[config.mk]
export PLATFORM = sky130hd
export DESIGN_NAME = write_merge_buffer
export DESIGN_NICKNAME = d
export VERILOG_FILES = /design/src/rtl/write_merge_buffer.sv
export SDC_FILE = /design/constraint.sdc
export NUM_CORES = 2
export LEC_CHECK = 0
export CAP_MARGIN = 10
export CORE_AREA = 2 2 291 264
export CTS_BUF_LIST = sky130_fd_sc_hd__clkbuf_4 sky130_fd_sc_hd__clkbuf_8 sky130_fd_sc_hd__clkbuf_16
export CTS_CLUSTER_DIAMETER = 100
export DETAILED_ROUTE_END_ITERATION = 6
export DIE_AREA = 0 0 293 266
export SYNTH_ARGS = -nofsm -noshare
export SYNTH_HDL_FRONTEND = slang
export SYNTH_SLANG_ARGS = --single-unit
export TNS_END_PERCENT = 50
[constraint.sdc]
create_clock -name clk_i -period 30.8 [get_ports clk_i]
set_clock_uncertainty 0.1 [all_clocks]
set_input_delay 6.16 -clock clk_i [delete_from_list [all_inputs] [get_ports clk_i]]
set_output_delay 6.16 -clock clk_i [all_outputs]
set_load 0.005 [all_outputs]
[src/rtl/write_merge_buffer.sv]
// write_merge_buffer: coalesces word stores into line entries and drains them in FIFO order as masked line writes
// Ports: st_* store port (valid/ready), fl_* line-write port (valid/ready), flush_req_i/idle_o drain control,
// ld_* combinational forwarding lookup. Define WMB_LOAD_FORWARD_EN to enable forwarding; otherwise ld_* read 0.
module write_merge_buffer #(
  parameter int LINE_BYTES = 16,
  parameter int WORD_BYTES = 2,
  parameter int ADDR_WIDTH = 16,
  parameter int DEPTH = 4,
  localparam int OFS_W = $clog2(LINE_BYTES),
  localparam int TAG_W = ADDR_WIDTH - OFS_W
) (
  input  logic                    clk_i,
  input  logic                    reset_i,
  input  logic                    st_valid_i,
  output logic                    st_ready_o,
  input  logic [ADDR_WIDTH-1:0]   st_addr_i,
  input  logic [8*WORD_BYTES-1:0] st_wdata_i,
  input  logic [WORD_BYTES-1:0]   st_be_i,
  output logic                    fl_valid_o,
  input  logic                    fl_ready_i,
  output logic [TAG_W-1:0]        fl_tag_o,
  output logic [8*LINE_BYTES-1:0] fl_data_o,
  output logic [LINE_BYTES-1:0]   fl_mask_o,
  input  logic                    flush_req_i,
  output logic                    idle_o,
  input  logic [ADDR_WIDTH-1:0]   ld_addr_i,
  output logic                    ld_hit_o,
  output logic [8*WORD_BYTES-1:0] ld_data_o,
  output logic [WORD_BYTES-1:0]   ld_mask_o
);
  localparam int BS_W = $clog2(WORD_BYTES);
  localparam int WO_W = OFS_W - BS_W;
  localparam int PTR_W = $clog2(DEPTH);
  localparam int CNT_W = PTR_W + 1;
  localparam int LB8 = 8 * LINE_BYTES;
  localparam int WB8 = 8 * WORD_BYTES;
  logic [TAG_W-1:0] tag_q [DEPTH];
  logic [LB8-1:0] data_q [DEPTH];
  logic [LINE_BYTES-1:0] mask_q [DEPTH];
  logic [PTR_W-1:0] head_q, head_d, tail_q, tail_d, slot, ws;
  logic [CNT_W-1:0] count_q, count_d;
  logic lock_q, lock_d, flush_q, flush_d;
  logic hit, acc, alloc, pop;
  logic [TAG_W-1:0] st_tag;
  logic [WO_W-1:0] st_wofs;
  logic [LINE_BYTES-1:0] pmask, wmask, hmask;
  logic [LB8-1:0] pdata, bmask, wdata;
  logic unused_ok;
  assign unused_ok = ^{st_addr_i, ld_addr_i};
  assign st_tag = st_addr_i[ADDR_WIDTH-1:OFS_W];
  assign st_wofs = st_addr_i[OFS_W-1:BS_W];
  always_comb begin
    pmask = LINE_BYTES'(st_be_i) << (st_wofs * WORD_BYTES);
    pdata = LB8'(st_wdata_i) << (st_wofs * WB8);
    bmask = '0;
    for (int b = 0; b < LINE_BYTES; b++) bmask[8*b +: 8] = {8{pmask[b]}};
    // A locked head is frozen for the downstream, so a store to its line must open a new entry.
    hit = count_q != '0 && st_tag == tag_q[tail_q] && !(lock_q && count_q == CNT_W'(1));
    st_ready_o = !flush_q && (hit || count_q < CNT_W'(DEPTH));
    acc = st_valid_i && st_ready_o;
    alloc = acc && !hit;
    pop = lock_q && fl_ready_i;
    slot = count_q == '0 ? head_q : tail_q + 1'b1;
    ws = alloc ? slot : tail_q;
    wmask = alloc ? pmask : mask_q[tail_q] | pmask;
    wdata = alloc ? pdata & bmask : (data_q[tail_q] & ~bmask) | (pdata & bmask);
    head_d = pop ? head_q + 1'b1 : head_q;
    tail_d = alloc ? slot : tail_q;
    count_d = count_q + CNT_W'(alloc) - CNT_W'(pop);
    flush_d = (flush_q || flush_req_i) && count_d != '0;
    hmask = acc && ws == head_d ? wmask : mask_q[head_d];
    // Presenting and locking are the same event; the condition only grows until the pop.
    lock_d = count_d != '0 && (count_d >= CNT_W'(2) || &hmask || flush_d);
  end
  always_ff @(posedge clk_i or posedge reset_i)
    if (reset_i) begin
      for (int i = 0; i < DEPTH; i++) begin
        tag_q[i] <= '0;
        data_q[i] <= '0;
        mask_q[i] <= '0;
      end
      head_q <= '0;
      tail_q <= '0;
      count_q <= '0;
      lock_q <= 1'b0;
      flush_q <= 1'b0;
    end else begin
      head_q <= head_d;
      tail_q <= tail_d;
      count_q <= count_d;
      lock_q <= lock_d;
      flush_q <= flush_d;
      if (acc) begin
        tag_q[ws] <= st_tag;
        data_q[ws] <= wdata;
        mask_q[ws] <= wmask;
      end
    end
  assign fl_valid_o = lock_q;
  assign fl_tag_o = lock_q ? tag_q[head_q] : '0;
  assign fl_data_o = lock_q ? data_q[head_q] : '0;
  assign fl_mask_o = lock_q ? mask_q[head_q] : '0;
  assign idle_o = count_q == '0 && !flush_q;
`ifdef WMB_LOAD_FORWARD_EN
  logic [PTR_W-1:0] idx;
  logic [WORD_BYTES-1:0] em;
  logic [WB8-1:0] ed;
  // Walk oldest to youngest so the youngest matching byte wins.
  always_comb begin
    ld_data_o = '0;
    ld_mask_o = '0;
    idx = '0;
    em = '0;
    ed = '0;
    for (int i = 0; i < DEPTH; i++) begin
      idx = head_q + PTR_W'(i);
      em = WORD_BYTES'(mask_q[idx] >> (ld_addr_i[OFS_W-1:BS_W] * WORD_BYTES));
      ed = WB8'(data_q[idx] >> (ld_addr_i[OFS_W-1:BS_W] * WB8));
      if (CNT_W'(i) < count_q && tag_q[idx] == ld_addr_i[ADDR_WIDTH-1:OFS_W])
        for (int k = 0; k < WORD_BYTES; k++)
          if (em[k]) begin
            ld_mask_o[k] = 1'b1;
            ld_data_o[8*k +: 8] = ed[8*k +: 8];
          end
    end
  end
  assign ld_hit_o = |ld_mask_o;
`else
  assign ld_hit_o = 1'b0;
  assign ld_data_o = '0;
  assign ld_mask_o = '0;
`endif
endmodule

# After elaboration in Yosys (flattened, before gate mapping)
# Cells that the tools add are included.
# word_totals
output_inout_bits	178
wordCells	104
reg_bits	633
in_bits	55
# classes
bitwise_logic	9
n_reduce_logical	23
n_addsub	4
shifts	2
eq_ne	3
muxes	39
order_cmp	7
# ops
op	n
$mux 128	7
$bmux 128 s2	2
$bwmux 512	1
$and 128x128->128	2
$demux 128 s2	1
$mux 16	10
$not 128->128	1
$or 128x128->128	1
$shl 16x7->128	1
$bmux 16 s2	3
$mux 12	6
$bwmux 64	1
$bmux 12 s2	2
$bwmux 48	1
$demux 16 s2	1
$demux 12 s2	1
$or 16x16->16	1
$reduce_and 16->1	1
$shl 2x4->16	1
$eq 12x12->1	1
$ge 3x3->1 const B	4
$logic_and 1x1->1	12
$not 2->3	4
$mux 2	3
other kinds (12)	19

# Longest topological paths before layout
# depth
word_depth	19
ltp_mapped	20
ltp_nobuf	16

# Least setup slack after synthesis
# Ideal clock, no wire load.
# synth_timing
kind	input-to-output
start	in st_addr_i[13]
end	out st_ready_o
setup_slack_ns	17.171
required_ns	24.540
stages	5
path_buffers	0
t_arrival_ns	7.369
path_cell_list	xnor2_1 -> or3_1 -> a2111o_1 -> and2_1 -> nor2_1
# synth_via
elab_chain_cells	5
# synth_rtl
item	line_no	rtl
start: declaration	16	input logic [ADDR_WIDTH-1:0] st_addr_i,
$eq 12x12->1	58	hit = count_q != '0 && st_tag == tag_q[tail_q] && !(lock_q && count_q == CNT_W'(1));
$logic_and 1x1->1 (2 in a row)	58	
$logic_or 1x1->1	59	st_ready_o = !flush_q && (hit || count_q < CNT_W'(DEPTH));
$logic_and 1x1->1	59	
end: declaration	15	output logic st_ready_o,
# Every way passes these cells.

# Worst setup path after layout
# Same ends and word-level chain as after synthesis.

==> results.sh <==
export IMPL_htree_levels=3
export IMPL_drt_iter0_drc=2257
export IMPL_clk_path_buf_depth=3
export IMPL_arrival_ns=8.70
export IMPL_layout_drive_gt1_share=0.166
export IMPL_post_route_cell_area_um2=38000
export IMPL_gp_congestion=0.832
export IMPL_grt_pass1_vias=25700
export IMPL_grt_util_met2=0.414
export IMPL_crit_type="input pin to primary output"
export IMPL_numCtsBuffers=72
export IMPL_rsz0062_at_grt="no"
export IMPL_final_core_util=0.505
export IMPL_cts_hold_buf=0
export IMPL_setup_ws_ns=15.84
export IMPL_ys_types=50
export IMPL_crit_fanout=7
export IMPL_cp_start_kind="input pin"
export IMPL_cts_root_buf="clkbuf_16"
export IMPL_status="finished clean"
export IMPL_grt_max_degree=211
export IMPL_cpPeakStageDelay_ns=0.58
export IMPL_required_ns=24.54
export IMPL_core_um2=75300
export IMPL_fillerInstances=6561
export IMPL_use_met1=0.369
export IMPL_cp_common_cell="clkdlybuf4s50_1"
export IMPL_dpl_cell_area_um2=35600
export IMPL_wire_per_inst_um=24.4
export IMPL_cts_tree="built"
export IMPL_critical_path_slowest_cell="a2111o_1"
export IMPL_io_buffers=196
export IMPL_synth_ff_type="dfrtp_1"
export IMPL_relSlewSlack=0.235
export IMPL_pre_cts_ws_ns=15.86
export IMPL_yosysTopAreaCellShare=0.475
export IMPL_stdcell_count=4128
export IMPL_antenna_found_initial=5
export IMPL_power_density_nw_per_um2=115
export IMPL_tns_ns=0
export IMPL_postCtsResizedCells=0
export IMPL_syn_area_per_cell_um2=10.9
export IMPL_vias_per_cell=6.10
export IMPL_synth_area_leaders="dfrtp_1 (47%), mux4_2 (21%), nor2_1 (4.9%)"
export IMPL_final_nets=3149
export IMPL_syn_inst=3061
export IMPL_synthesis_area_um2=33400
export IMPL_async_flop_share=1.00
export IMPL_maxCapViolCount=0
export IMPL_clkTransAtPathRegs_ns=0.06
export IMPL_io_pins=233
export IMPL_placed_cells=3997
export IMPL_path_cells="clkdlybuf4s50_1 > xnor2_1 > or3_1 > a2111o_1 > and2_1 > nor2_1 > clkdlybuf4s50_1"
export IMPL_leakagePower_nw=15.6
export IMPL_die_y_um=266
export IMPL_drc=0
export IMPL_worstMarginPinSlew_ns=1.15
export IMPL_report_final_slew_viol_count=0
export IMPL_grt_met3_usage=0.0470
export IMPL_dp_hpwl_um=59500
export IMPL_final_hold_viol_count=0
export IMPL_fmax_ghz=0.0668
export IMPL_yosysTopAreaCell="dfrtp_1"
export IMPL_drt_pre_antenna_iters=7
export IMPL_yosysSeqAreaShare=0.475
export IMPL_synth_seq_cells=633
export IMPL_worstSkewPairLatency_ns=0.62
export IMPL_vias=25200
export IMPL_end_kind="primary output"
export IMPL_routed_wl_um=101000
export IMPL_post_cts_repair_setup_buffers=0
export IMPL_ir_worst_vdd_v=0.0000793
export IMPL_synth_edf_count=0
export IMPL_areaGrowthSynthToFinish_pct=13.9
export IMPL_setup_viol=0
export IMPL_grt_busiest_layer="met2"
export IMPL_grtUsageTotal=0.263
export IMPL_row_count=96
export IMPL_fin_crit_sh=0.486
export IMPL_grt_ovfl_total=0
export IMPL_start_util=0.443
export IMPL_clock_sinks=633
export IMPL_die_area_um2=77900
export IMPL_die_w_um=293
export IMPL_period_needed_ns=14.96
export IMPL_antenna_left=0
export IMPL_ys_warn_count=0
export IMPL_hp_class="register to register"
export IMPL_grt_pass1_wl_um=156000
where the power goes:
part | switching [mW] | internal, mW
Clock | 0.353 | 0.525
Combinational | 0.911 | 1.08
Sequential | 0.322 | 1.17
Yosys cell counts, types with 6 or more instances:
master / count
o22ai_1: 6
nor2_1: 436
nand2_1: 321
o21ai_0: 260
mux4_2: 310
a31oi_1: 131
dfrtp_1: 633
xnor2_1: 16
buf_2: 59
mux2_1: 12
nor3_1: 9
nand3_1: 8
buf_1: 41
nand2b_1: 20
mux2_2: 37
clkbuf_1: 123
nand4_1: 19
and2_1: 161
a21oi_1: 306
buf_4: 61
inv_1: 7
o21ai_1: 28
sequential cells by signal, summed over array words and instances (netlist names):
register    cells
data_q        512
mask_q         64
tag_q          48
count_q         3
head_q          2
tail_q          2
fl_valid_o      1
flush_q         1
logic make-up (layout without fill, tap and decap cells):
logic type | Yosys count | in the layout | share of synthesized area
xor gates and xnor gates | 20 | 20 | 0.00525
AOI/OAI and AO/OA | 750 | 750 | 0.120
other | 1 | 21 | 0.000112
buffers and inverters | 294 | 361 | 0.0426
DFF | 633 | 633 | 0.475
and+or+nand+nor | 996 | 996 | 0.129
adders and majority gates | 3 | 3 | 0.00135
muxes | 364 | 364 | 0.227
worst paths after layout:
path | start | to | slack (ns) | cells past startpoint
max in group asynchronous | reset_i | data_q[343] | 20.48 | 6
worst max-delay path | st_addr_i[13] | st_ready_o | 15.84 | 7
worst min-delay path | data_q[135] | data_q[135] | 0.40 | 2
worst max register to register | tail_q[0] | data_q[84] | 24.59 | 11
worst min register to register | data_q[135] | data_q[135] | 0.40 | 2
min in group asynchronous | reset_i | data_q[232] | 5.96 | 2
worst max-delay path: cells and delay by family:
family,cells,cell delay (ns)
buf+inv,2,1.03
xor+xnor,1,0.18
simple gates,3,0.73
compound gates,1,0.58
metrics by stage:
step                power (mW)  hold WS [ns]
floorplan                 2.76         0.360
global placement          3.41         0.374
detailed placement        3.49         0.385
CTS                       4.39         0.399
global route              4.64         0.424
finish                    4.36         0.397
final cells by class:
type,count,area (µm²),share of cell area
antenna,2,5.00,0.000132
clock buffer,107,2220,0.0585
clock inverter,22,201,0.00530
inverter,8,37.5,0.000987
multi-input combinational,2152,16200,0.427
sequential,633,15900,0.417
tap,980,1230,0.0323
timing repair buffer,224,2240,0.0590
cell usage in the layout (no fill, tap or decap), drive strengths merged, types with 6 or more instances in the layout:
master	synthesis	routed
nand4	19	19
a21oi	306	306
inv	8	11
buf	163	29
nand3	8	8
mux4	310	310
clkbuf	123	107
nand2b	20	20
o22ai	6	6
dfrtp	633	633
clkinv	0	14
and2	161	161
conb	1	19
a31oi	131	131
o21ai	291	291
mux2	49	49
nand2	322	322
nor2	438	438
nor3	9	9
clkdlybuf4s50	0	195
xnor2	16	16
per-layer routing:
metal  vias to the layer above  wire length, µm
met5                         -               10
met4                         2             3590
met1                     12900            42300
met3                       191             7530
met2                      1007            47500
li1                      11000                -
Power figures use the tool's default switching activity.
